**config.mk**
```make
export PLATFORM = sky130hd
export DESIGN_NAME = stall_controller
export DESIGN_NICKNAME = d
export VERILOG_FILES = /design/src/rtl/stall_controller.sv
export SDC_FILE = /design/constraint.sdc
export NUM_CORES = 1
export LEC_CHECK = 0
export CORE_MARGIN = 4
export CORE_UTILIZATION = 53
export CTS_BUF_LIST = sky130_fd_sc_hd__clkbuf_4
export CTS_CLUSTER_SIZE = 8
export DETAILED_ROUTE_END_ITERATION = 10
export PLACE_DENSITY = 0.83
export SYNTH_ARGS = -nofsm -noshare
export SYNTH_HDL_FRONTEND = slang
export SYNTH_SLANG_ARGS = --single-unit
```
**constraint.sdc**
```tcl
create_clock -name clk -period 2.95 [get_ports clk]
set_input_delay 0.59 -clock clk [delete_from_list [all_inputs] [get_ports clk]]
set_output_delay 0.59 -clock clk [all_outputs]
set_load 0.01 [all_outputs]
```
**src/rtl/stall_controller.sv**
```systemverilog
// D-stage hazard unit: shadow E/M/W {dest, Tnew} pipeline drives the stall and
// D operand forwarding selects; a HI/LO busy counter holds back HI/LO users.
module stall_controller #(
  parameter int MULT_CYCLES = 5,
  parameter int DIV_CYCLES  = 10
) (
  input  logic       clk,
  input  logic       reset,
  input  logic [1:0] Tuse_rs,
  input  logic [1:0] Tuse_rt,
  input  logic [1:0] Tnew_D,
  input  logic [4:0] rs_D,
  input  logic [4:0] rt_D,
  input  logic [4:0] A3_D,
  input  logic       MDstart_D,
  input  logic       MDdiv_D,
  input  logic       MDuse_D,
  output logic       Stall,
  output logic [1:0] Fwd_rs_D,
  output logic [1:0] Fwd_rt_D,
  output logic       Busy
);

  localparam logic [3:0] MULT_LOAD = 4'(MULT_CYCLES);
  localparam logic [3:0] DIV_LOAD  = 4'(DIV_CYCLES);

  localparam logic [1:0] FWD_RF = 2'b00;
  localparam logic [1:0] FWD_W  = 2'b01;
  localparam logic [1:0] FWD_M  = 2'b10;

  logic [4:0] a3_e, a3_m, a3_w;
  logic [1:0] tnew_e, tnew_m, tnew_w;
  logic       start_e, div_e;
  logic [3:0] cnt;

  logic       stall_rs, stall_rt, stall_md;

  // Tnew counts down as the producer advances and sticks at 0 once ready.
  function automatic logic [1:0] dec_sat(input logic [1:0] t);
    return (t == 2'd0) ? 2'd0 : t - 2'd1;
  endfunction

  function automatic logic hit(input logic [4:0] r, input logic [4:0] a3);
    return (r != 5'd0) && (r == a3);
  endfunction

  function automatic logic reg_stall(
    input logic [4:0] r, input logic [1:0] tuse,
    input logic [4:0] e_a3, input logic [1:0] e_t,
    input logic [4:0] m_a3, input logic [1:0] m_t,
    input logic [4:0] w_a3, input logic [1:0] w_t);
    return (hit(r, e_a3) && (e_t > tuse)) ||
           (hit(r, m_a3) && (m_t > tuse)) ||
           (hit(r, w_a3) && (w_t > tuse));
  endfunction

  // Nearest producer wins; an E-stage hit selects the regfile because the
  // value is not ready yet and a later-stage forward will pick it up.
  function automatic logic [1:0] fwd_sel(
    input logic [4:0] r,
    input logic [4:0] e_a3,
    input logic [4:0] m_a3, input logic [1:0] m_t,
    input logic [4:0] w_a3, input logic [1:0] w_t);
    if (hit(r, e_a3))                     return FWD_RF;
    else if (hit(r, m_a3) && m_t == 2'd0) return FWD_M;
    else if (hit(r, w_a3) && w_t == 2'd0) return FWD_W;
    else                                  return FWD_RF;
  endfunction

  always_ff @(posedge clk or posedge reset) begin
    if (reset) begin
      a3_e    <= 5'd0;
      tnew_e  <= 2'd0;
      a3_m    <= 5'd0;
      tnew_m  <= 2'd0;
      a3_w    <= 5'd0;
      tnew_w  <= 2'd0;
      start_e <= 1'b0;
      div_e   <= 1'b0;
      cnt     <= 4'd0;
    end else begin
      a3_e    <= Stall ? 5'd0 : A3_D;
      tnew_e  <= Stall ? 2'd0 : Tnew_D;
      start_e <= MDstart_D & ~Stall;
      div_e   <= MDdiv_D & ~Stall;
      a3_m    <= a3_e;
      tnew_m  <= dec_sat(tnew_e);
      a3_w    <= a3_m;
      tnew_w  <= dec_sat(tnew_m);
      if (start_e)          cnt <= div_e ? DIV_LOAD : MULT_LOAD;
      else if (cnt != 4'd0) cnt <= cnt - 4'd1;
      else                  cnt <= 4'd0;
    end
  end

  always_comb begin
    Busy     = start_e | (cnt != 4'd0);
    stall_rs = reg_stall(rs_D, Tuse_rs, a3_e, tnew_e, a3_m, tnew_m, a3_w, tnew_w);
    stall_rt = reg_stall(rt_D, Tuse_rt, a3_e, tnew_e, a3_m, tnew_m, a3_w, tnew_w);
    stall_md = MDuse_D & Busy;
    Stall    = stall_rs | stall_rt | stall_md;
    Fwd_rs_D = fwd_sel(rs_D, a3_e, a3_m, tnew_m, a3_w, tnew_w);
    Fwd_rt_D = fwd_sel(rt_D, a3_e, a3_m, tnew_m, a3_w, tnew_w);
  end

endmodule

```
==> reports/results.md, run 1 <==
Placed design
* last weighted congestion value of the routability-driven placer: 0.823
* buffers added on ports: 31
* Detail Placement HPWL: 3310 µm
* post-placement worst setup slack: -793 ps

Drt
* remaining antenna violation count: 0
* average wire per standard cell: 18.5 µm
* total routed wirelength: 4740 µm
* first-pass iteration count of the detailed router: 4
* detailed-route vias per instance: 5.92
* Initial DRC Count: 120
* number of design rule violations left after detail routing: 0
* total via count after detailed routing: 1516

Setup path
* Critical Path Sink Type: output pin
* type of the setup path with the least slack: input pin to output pin
* delay of the slowest cell on the worst path: 570 ps
* critical path cell sequence: buf_2, or4_4, o211ai_4, a2111oi_4, a2111o_1, or3b_1, buf_2
* CP most frequent cell: sky130_fd_sc_hd__buf_2
* kind of start point of the critical path: input pin
* required time reported for the critical path endpoint: 2360 ps
* crit path max-delay cell type: sky130_fd_sc_hd__or4_4
* Max Fanout on Critical Path: 3
* Largest delay share family, worst path: simple AND/OR/NAND/NOR gates
* critical path arrival: 2530 ps
* buffering stage count on the worst path with inverters included: 2

Worst hold path
* path class of the lowest-slack min-delay path: flip-flop to flip-flop

Power and ir drop
* worst ir drop on vdd: 0.000435 V
* total power after layout: 1.22 mW
* leakage power of the design: 1.07 nW
* ratio of total power to cell area: 520 nW/µm²

Outcome
* status: finished with violations
* failing checks: negative setup slack

Run
* maximum capacitance violations: 0

Logic synthesis
* area fraction in compound gates after synthesis: 0.0793
* basic-gate share of the synthesized area counting and, or, nand and nor cells: 0.222
* leading cell types by count after synthesis: sky130_fd_sc_hd__dfrtp_1, sky130_fd_sc_hd__xnor2_1, sky130_fd_sc_hd__nand2_1
* number of library cell types mapped by synthesis: 32
* async set-reset flop share out of synthesis: 1.00
* cell types with the largest area share after synthesis: sky130_fd_sc_hd__dfrtp_1, sky130_fd_sc_hd__xnor2_1, sky130_fd_sc_hd__ha_1
* Cell Area, Synth: 1630 µm²
* fraction of the mapped netlist area in adder cells: 0.0924
* share of synthesized area occupied by flip-flops and latches: 0.416
* share of Yosys cell area claimed by the top area cell type: 0.416
* net count after synthesis: 202
* Main synth FF type: sky130_fd_sc_hd__dfrtp_1
* synthesis-stage register bit count: 27
* warnings from Yosys: 0
* Post-synth EDFFs: 0
* largest area contributor in the synthesized netlist: sky130_fd_sc_hd__dfrtp_1
* combinational family with the most area after synthesis: simple AND/OR/NAND/NOR gates
* mean instance size in the synthesized netlist: 9.91 µm²
* share of the synthesized netlist area taken by xor and xnor gates: 0.162
* multiplexer area fraction after synthesis: 0
* leading cell type by number of instances after synthesis: sky130_fd_sc_hd__dfrtp_1
* synthesized instance count: 164

CTS
* Clock H-tree levels: 1
* Clk pin slew, worst setup/hold paths: 140 ps
* clock tree from TritonCTS: yes
* count of clock tree sinks: 27
* worst-skew pair later-pin latency: 320 ps
* maximum count of clock buffers along a single path: 2
* number of buffers inserted during clock tree synthesis: 3
* Clock Tree Root: sky130_fd_sc_hd__clkbuf_4

Die
* width of the die: 63.4 µm
* Cell Rows: 19
* core box area: 2850 µm²
* total I/O pin count: 32
* starting utilization of the core area: 0.570
* Die Outline Area: 4020 µm²
* Die Y-Extent: 63.4 µm

Layout
* Reg area: 677 µm²
* fillcell total: 165
* count of antenna diodes in the layout: 0
* final core occ: 0.821
* area growth from synthesis to layout: 44.1%
* fraction of layout instances using a drive strength above 1: 0.289
* area of the multi-input gates: 1080 µm²
* Net count, final: 264

Global routing
* wire length of the first global-routing pass: 7180 µm
* pin count of the biggest net entering global routing: 28
* remaining global-route overflow: 0
* number of antenna violations at the first check in global routing: 0
* number of global-route vias before repair: 1600
* Overall Global Routing Usage: 0.232

STA
* Setup WS post-layout: -174 ps
* Max Freq: 0.320 GHz
* setup repair after global routing missed its margin: yes
* count of final max-slew check failures: 0
* final hold violation count: 0
* final-report setup violation count: 1
* final critical-path share of the clock period: 1.06
* slew at the pin closest to its max-slew limit: 379 ps
* max_slew headroom: 0.746
* Fin Clk Skew: 1.52 ps
* clock period minus worst slack: 3120 ps

-- routing by layer --
layer / routed length [µm] / up-vias / GRT usage
li1: - / 699 / -
met2: 2410 / 82 / 0.424
met3: 339 / 18 / 0.0373
met5: 0 / - / 0
met1: 1820 / 717 / 0.259
met4: 170 / 0 / 0.111
-- layout make-up --
class,instances,share of cell area
timing repair buffer,59,0.210
inverter,8,0.0128
clock buffer,3,0.00962
sequential,27,0.289
clock inverter,1,0.00214
tap,31,0.0166
multi-input combinational,127,0.459
-- worst reg2reg max path: cells and delay by family, from the launching register on --
| kind | cells | cell delay (ps) |
|---|---|---|
| compound gates | 2 | 570 |
| simple gates | 3 | 430 |
| buf+inv | 1 | 180 |
| fa+ha+maj | 1 | 320 |
| flops | 1 | 480 |
-- power breakdown --
part           total [mW]  leakage (nW)  internal (mW)  switching (mW)
logic               0.538         0.709          0.284           0.254
clock network       0.158        0.0177         0.0509           0.107
registers           0.521         0.346          0.444          0.0778
-- per-stage QoR --
step                setup TNS [ps]  cell area, µm²  hold slack (ps)  cells
finish                        -174            2340              472    256
global route                  -190            2340              491    256
CTS                           -152            2270              473    256
detailed placement           -2800            2160              442    251
global placement             -2540            2160              435    251
floorplan                        0            1630              410    164
-- placed cells by master, fill, tap and decap left out, types with 4 or more instances in the layout --
cell	count
sky130_fd_sc_hd__dfrtp_1	26
sky130_fd_sc_hd__xnor2_1	21
sky130_fd_sc_hd__clkdlybuf4s50_1	14
sky130_fd_sc_hd__buf_2	5
sky130_fd_sc_hd__nand2_1	18
sky130_fd_sc_hd__buf_4	26
sky130_fd_sc_hd__ha_1	10
sky130_fd_sc_hd__nand3_1	4
sky130_fd_sc_hd__dlygate4sd2_1	5
sky130_fd_sc_hd__xor2_1	7
sky130_fd_sc_hd__nor2b_1	8
sky130_fd_sc_hd__or4_4	4
sky130_fd_sc_hd__nor3_1	13
sky130_fd_sc_hd__inv_1	7
-- timing repair --
action,4_1_cts,5_1_grt
setup endpoints to repair,5,2
gates resized for setup,55,20
hold endpoints to repair,0,0
buffers inserted,1,0
pin swaps,16,12
hold buffers,0,0
-- worst paths after layout --
check	startpoint	endpoint	slack (ps)	depth (start not counted)
hold reg to reg	a3_m[3]	a3_w[3]	470	0
max in group asynchronous	reset	tnew_w[1]	2090	3
setup / recovery	rs_D[3]	Stall	-170	7
setup reg to reg	tnew_w[1]	a3_e[1]	910	7
hold / removal	a3_m[3]	a3_w[3]	470	0
min in group asynchronous	reset	cnt[1]	600	3
-- flip-flops by register name, summed over array words and instances, names as in the netlist --
register,flops
a3_m,5
a3_e,5
tnew_e,2
tnew_m,2
tnew_w,2
start_e,1
a3_w,5
div_e,1
cnt,4
-- logic make-up after synthesis --
group / count (synthesis)
AO/OA/AOI/OAI: 17
XOR/XNOR: 30
AND/OR/NAND/NOR: 68
flip-flops: 27
buffers and inverters: 10
adder cells (fa/ha/maj): 12
Power figures use the tool's default switching activity.
==> inputs of run 2 (changes only) <==
CTS_BUF_LIST = sky130_fd_sc_hd__clkbuf_2   (was sky130_fd_sc_hd__clkbuf_4)
TNS_END_PERCENT = 30   (was unset)
==> reports/results.md, run 2 (synthesis gave the netlist of run 1 again) <==
STA
* slew at the pin closest to its max-slew limit: 368 ps, was 379 ps
* clock period minus worst slack: 3120 ps, about the same
* Worst Hold Margin: 494 ps, was 472 ps
* final critical-path share of the clock period: 1.06, about the same
* final hold violation count: 0, unchanged
* Max Freq: 0.320 GHz, about the same
* setup repair after global routing missed its margin: yes, unchanged
* Setup WS post-layout: -173 ps, was -174 ps
* count of final max-slew check failures: 0, unchanged
* max_slew headroom: 0.753, was 0.746
* Fin Clk Skew: 8.09 ps, was 1.52 ps
* final-report setup violation count: 1, unchanged

Power and ir drop
* leakage power of the design: 1.09 nW, was 1.07 nW
* worst ir drop on vdd: 0.000430 V, was 0.000435 V
* ratio of total power to cell area: 520 nW/µm², about the same
* total power after layout: 1.21 mW, was 1.22 mW

Layout
* count of antenna diodes in the layout: 0, unchanged
* most common cell after layout, fill and taps aside: sky130_fd_sc_hd__buf_4
* non-filler cells in the finished layout: 260, was 256
* Net count, final: 268, was 264
* fraction of layout instances using a drive strength above 1: 0.301, was 0.289
* leading registers by flop count: a3_e (5), a3_m (5), a3_w (5), unchanged
* area growth from synthesis to layout: 43.9%, was 44.1%
* final core occ: 0.820, was 0.821
* fillcell total: 170, was 165
* most frequent cells in the layout: sky130_fd_sc_hd__buf_4, sky130_fd_sc_hd__dfrtp_1, sky130_fd_sc_hd__xnor2_1, was sky130_fd_sc_hd__dfrtp_1, sky130_fd_sc_hd__buf_4, sky130_fd_sc_hd__xnor2_1

Global routing
* GR Util met3: 0.0355, was 0.0373
* wire length of the first global-routing pass: 6960 µm, was 7180 µm
* fraction of met2 tracks used by global routing: 0.403, was 0.424
* pin count of the biggest net entering global routing: 28, unchanged
* remaining global-route overflow: 0, unchanged
* grt peak-use layer: met2, unchanged
* GR Layer Usage met1: 0.257, was 0.259
* number of antenna violations at the first check in global routing: 0, unchanged
* Overall Global Routing Usage: 0.220, was 0.232
* number of global-route vias before repair: 1568, was 1600

Drt
* total routed wirelength: 4840 µm, was 4740 µm
* number of design rule violations left after detail routing: 0, unchanged
* total via count after detailed routing: 1547, was 1516
* first-pass iteration count of the detailed router: 4, unchanged
* remaining antenna violation count: 0, unchanged
* detailed-route vias per instance: 5.95, was 5.92
* average wire per standard cell: 18.6 µm, was 18.5 µm
* Initial DRC Count: 69, was 120

Setup path
* kind of start point of the critical path: input pin, unchanged
* required time reported for the critical path endpoint: 2360 ps, about the same
* critical path arrival: 2530 ps, about the same
* Largest delay share family, worst path: simple AND/OR/NAND/NOR gates, unchanged
* Max Fanout on Critical Path: 3, unchanged
* Critical Path Sink Type: output pin, unchanged
* buffering stage count on the worst path with inverters included: 2, unchanged
* Reg2Reg Launch Point: a3_e[2], was tnew_w[1]
* delay of the slowest cell on the worst path: 580 ps, was 570 ps
* crit path max-delay cell type: sky130_fd_sc_hd__or4_4, unchanged
* critical path cell sequence: clkbuf_2, or4_4, o211ai_4, a2111oi_4, a2111o_1, or3b_1, buf_2, was buf_2, or4_4, o211ai_4, a2111oi_4, a2111o_1, or3b_1, buf_2
* Critical path origin: rs_D[2], was rs_D[3]
* type of the setup path with the least slack: input pin to output pin, unchanged

Die
* total I/O pin count: 32, unchanged
* starting utilization of the core area: 0.570, unchanged
* core box area: 2850 µm², unchanged
* width of the die: 63.4 µm, unchanged
* Die Y-Extent: 63.4 µm, unchanged
* Die Outline Area: 4020 µm², unchanged
* Cell Rows: 19, unchanged

Placed design
* total instance count after detailed placement: 251, unchanged
* buffers added on ports: 31, unchanged
* Detail Placement HPWL: 3310 µm, unchanged
* last weighted congestion value of the routability-driven placer: 0.823, unchanged
* post-placement worst setup slack: -793 ps, unchanged

Outcome
* failing checks: negative setup slack, unchanged
* status: finished with violations, unchanged

CTS
* worst-skew pair later-pin latency: 350 ps, was 320 ps
* clock tree from TritonCTS: yes, unchanged
* Clock H-tree levels: 1, unchanged
* hold buffers post-CTS: 0, unchanged
* maximum count of clock buffers along a single path: 2, unchanged
* number of buffers inserted during clock tree synthesis: 3, unchanged
* Clk pin slew, worst setup/hold paths: 250 ps, was 140 ps
* count of clock tree sinks: 27, unchanged
* Clock Tree Root: sky130_fd_sc_hd__clkbuf_2, was sky130_fd_sc_hd__clkbuf_4

Run
* maximum capacitance violations: 0, unchanged

Worst hold path
* startpoint of the tightest hold check path: a3_e[0], was a3_m[3]
* path class of the lowest-slack min-delay path: flip-flop to flip-flop, unchanged

-- run 2: changes by cell type in the layout (fill, tap and decap cells not counted), moves of 2 or more --
| cell | delta |
|---|---|
| sky130_fd_sc_hd__buf_4 | +5 |
| sky130_fd_sc_hd__clkbuf_2 | +5 |
| sky130_fd_sc_hd__dlygate4sd2_1 | +4 |
| sky130_fd_sc_hd__buf_2 | -3 |
| sky130_fd_sc_hd__clkbuf_4 | -3 |
| sky130_fd_sc_hd__buf_6 | -2 |
| sky130_fd_sc_hd__nor4_2 | +2 |
-- run 2: repair_timing --
action,in CTS,in global routing
buffers inserted,1,4
resized for setup,42,22
pin swaps,12,12
setup endpoints to repair,5,3
-- run 2: final cells by class --
| type | count | area (µm²) | share of cell area |
|---|---|---|---|
| clock buffer | 3 | 15.0 | 0.00642 |
| clock inverter | 1 | 5.00 | 0.00214 |
| inverter | 8 | 30.0 | 0.0128 |
| multi-input combinational | 127 | 1050 | 0.451 |
| sequential | 27 | 677 | 0.289 |
| tap | 31 | 38.8 | 0.0166 |
| timing repair buffer | 63 | 518 | 0.222 |
-- run 2: layer usage --
layer	vias to the layer above	wire length (µm)
met4	0	152
met1	761	1890
li1	702	-
met2	72	2550
met3	12	249
met5	-	0
-- run 2: power by group --
group	switching, mW	internal, mW	total [mW]
clock	0.108	0.0307	0.139
sequential	0.0782	0.444	0.522
combinational	0.255	0.300	0.555
-- run 2: per-stage QoR --
| stage | cell area (µm²) | setup TNS (ps) |
|---|---|---|
| global placement | 2160 | -2540 |
| global route | 2340 | -210 |
| floorplan | 1630 | 0 |
| finish | 2340 | -173 |
| detailed placement | 2160 | -2800 |
| CTS | 2240 | -173 |
-- run 2: final timing paths --
check	endpoint	slack (ps)	depth (start not counted)
min in group asynchronous	a3_w[0]	540	3
worst min register to register	a3_m[0]	490	0
max in group asynchronous	tnew_w[1]	2140	3
worst max-delay path	Stall	-170	7
worst min-delay path	a3_m[0]	490	0
worst max register to register	a3_e[1]	910	6
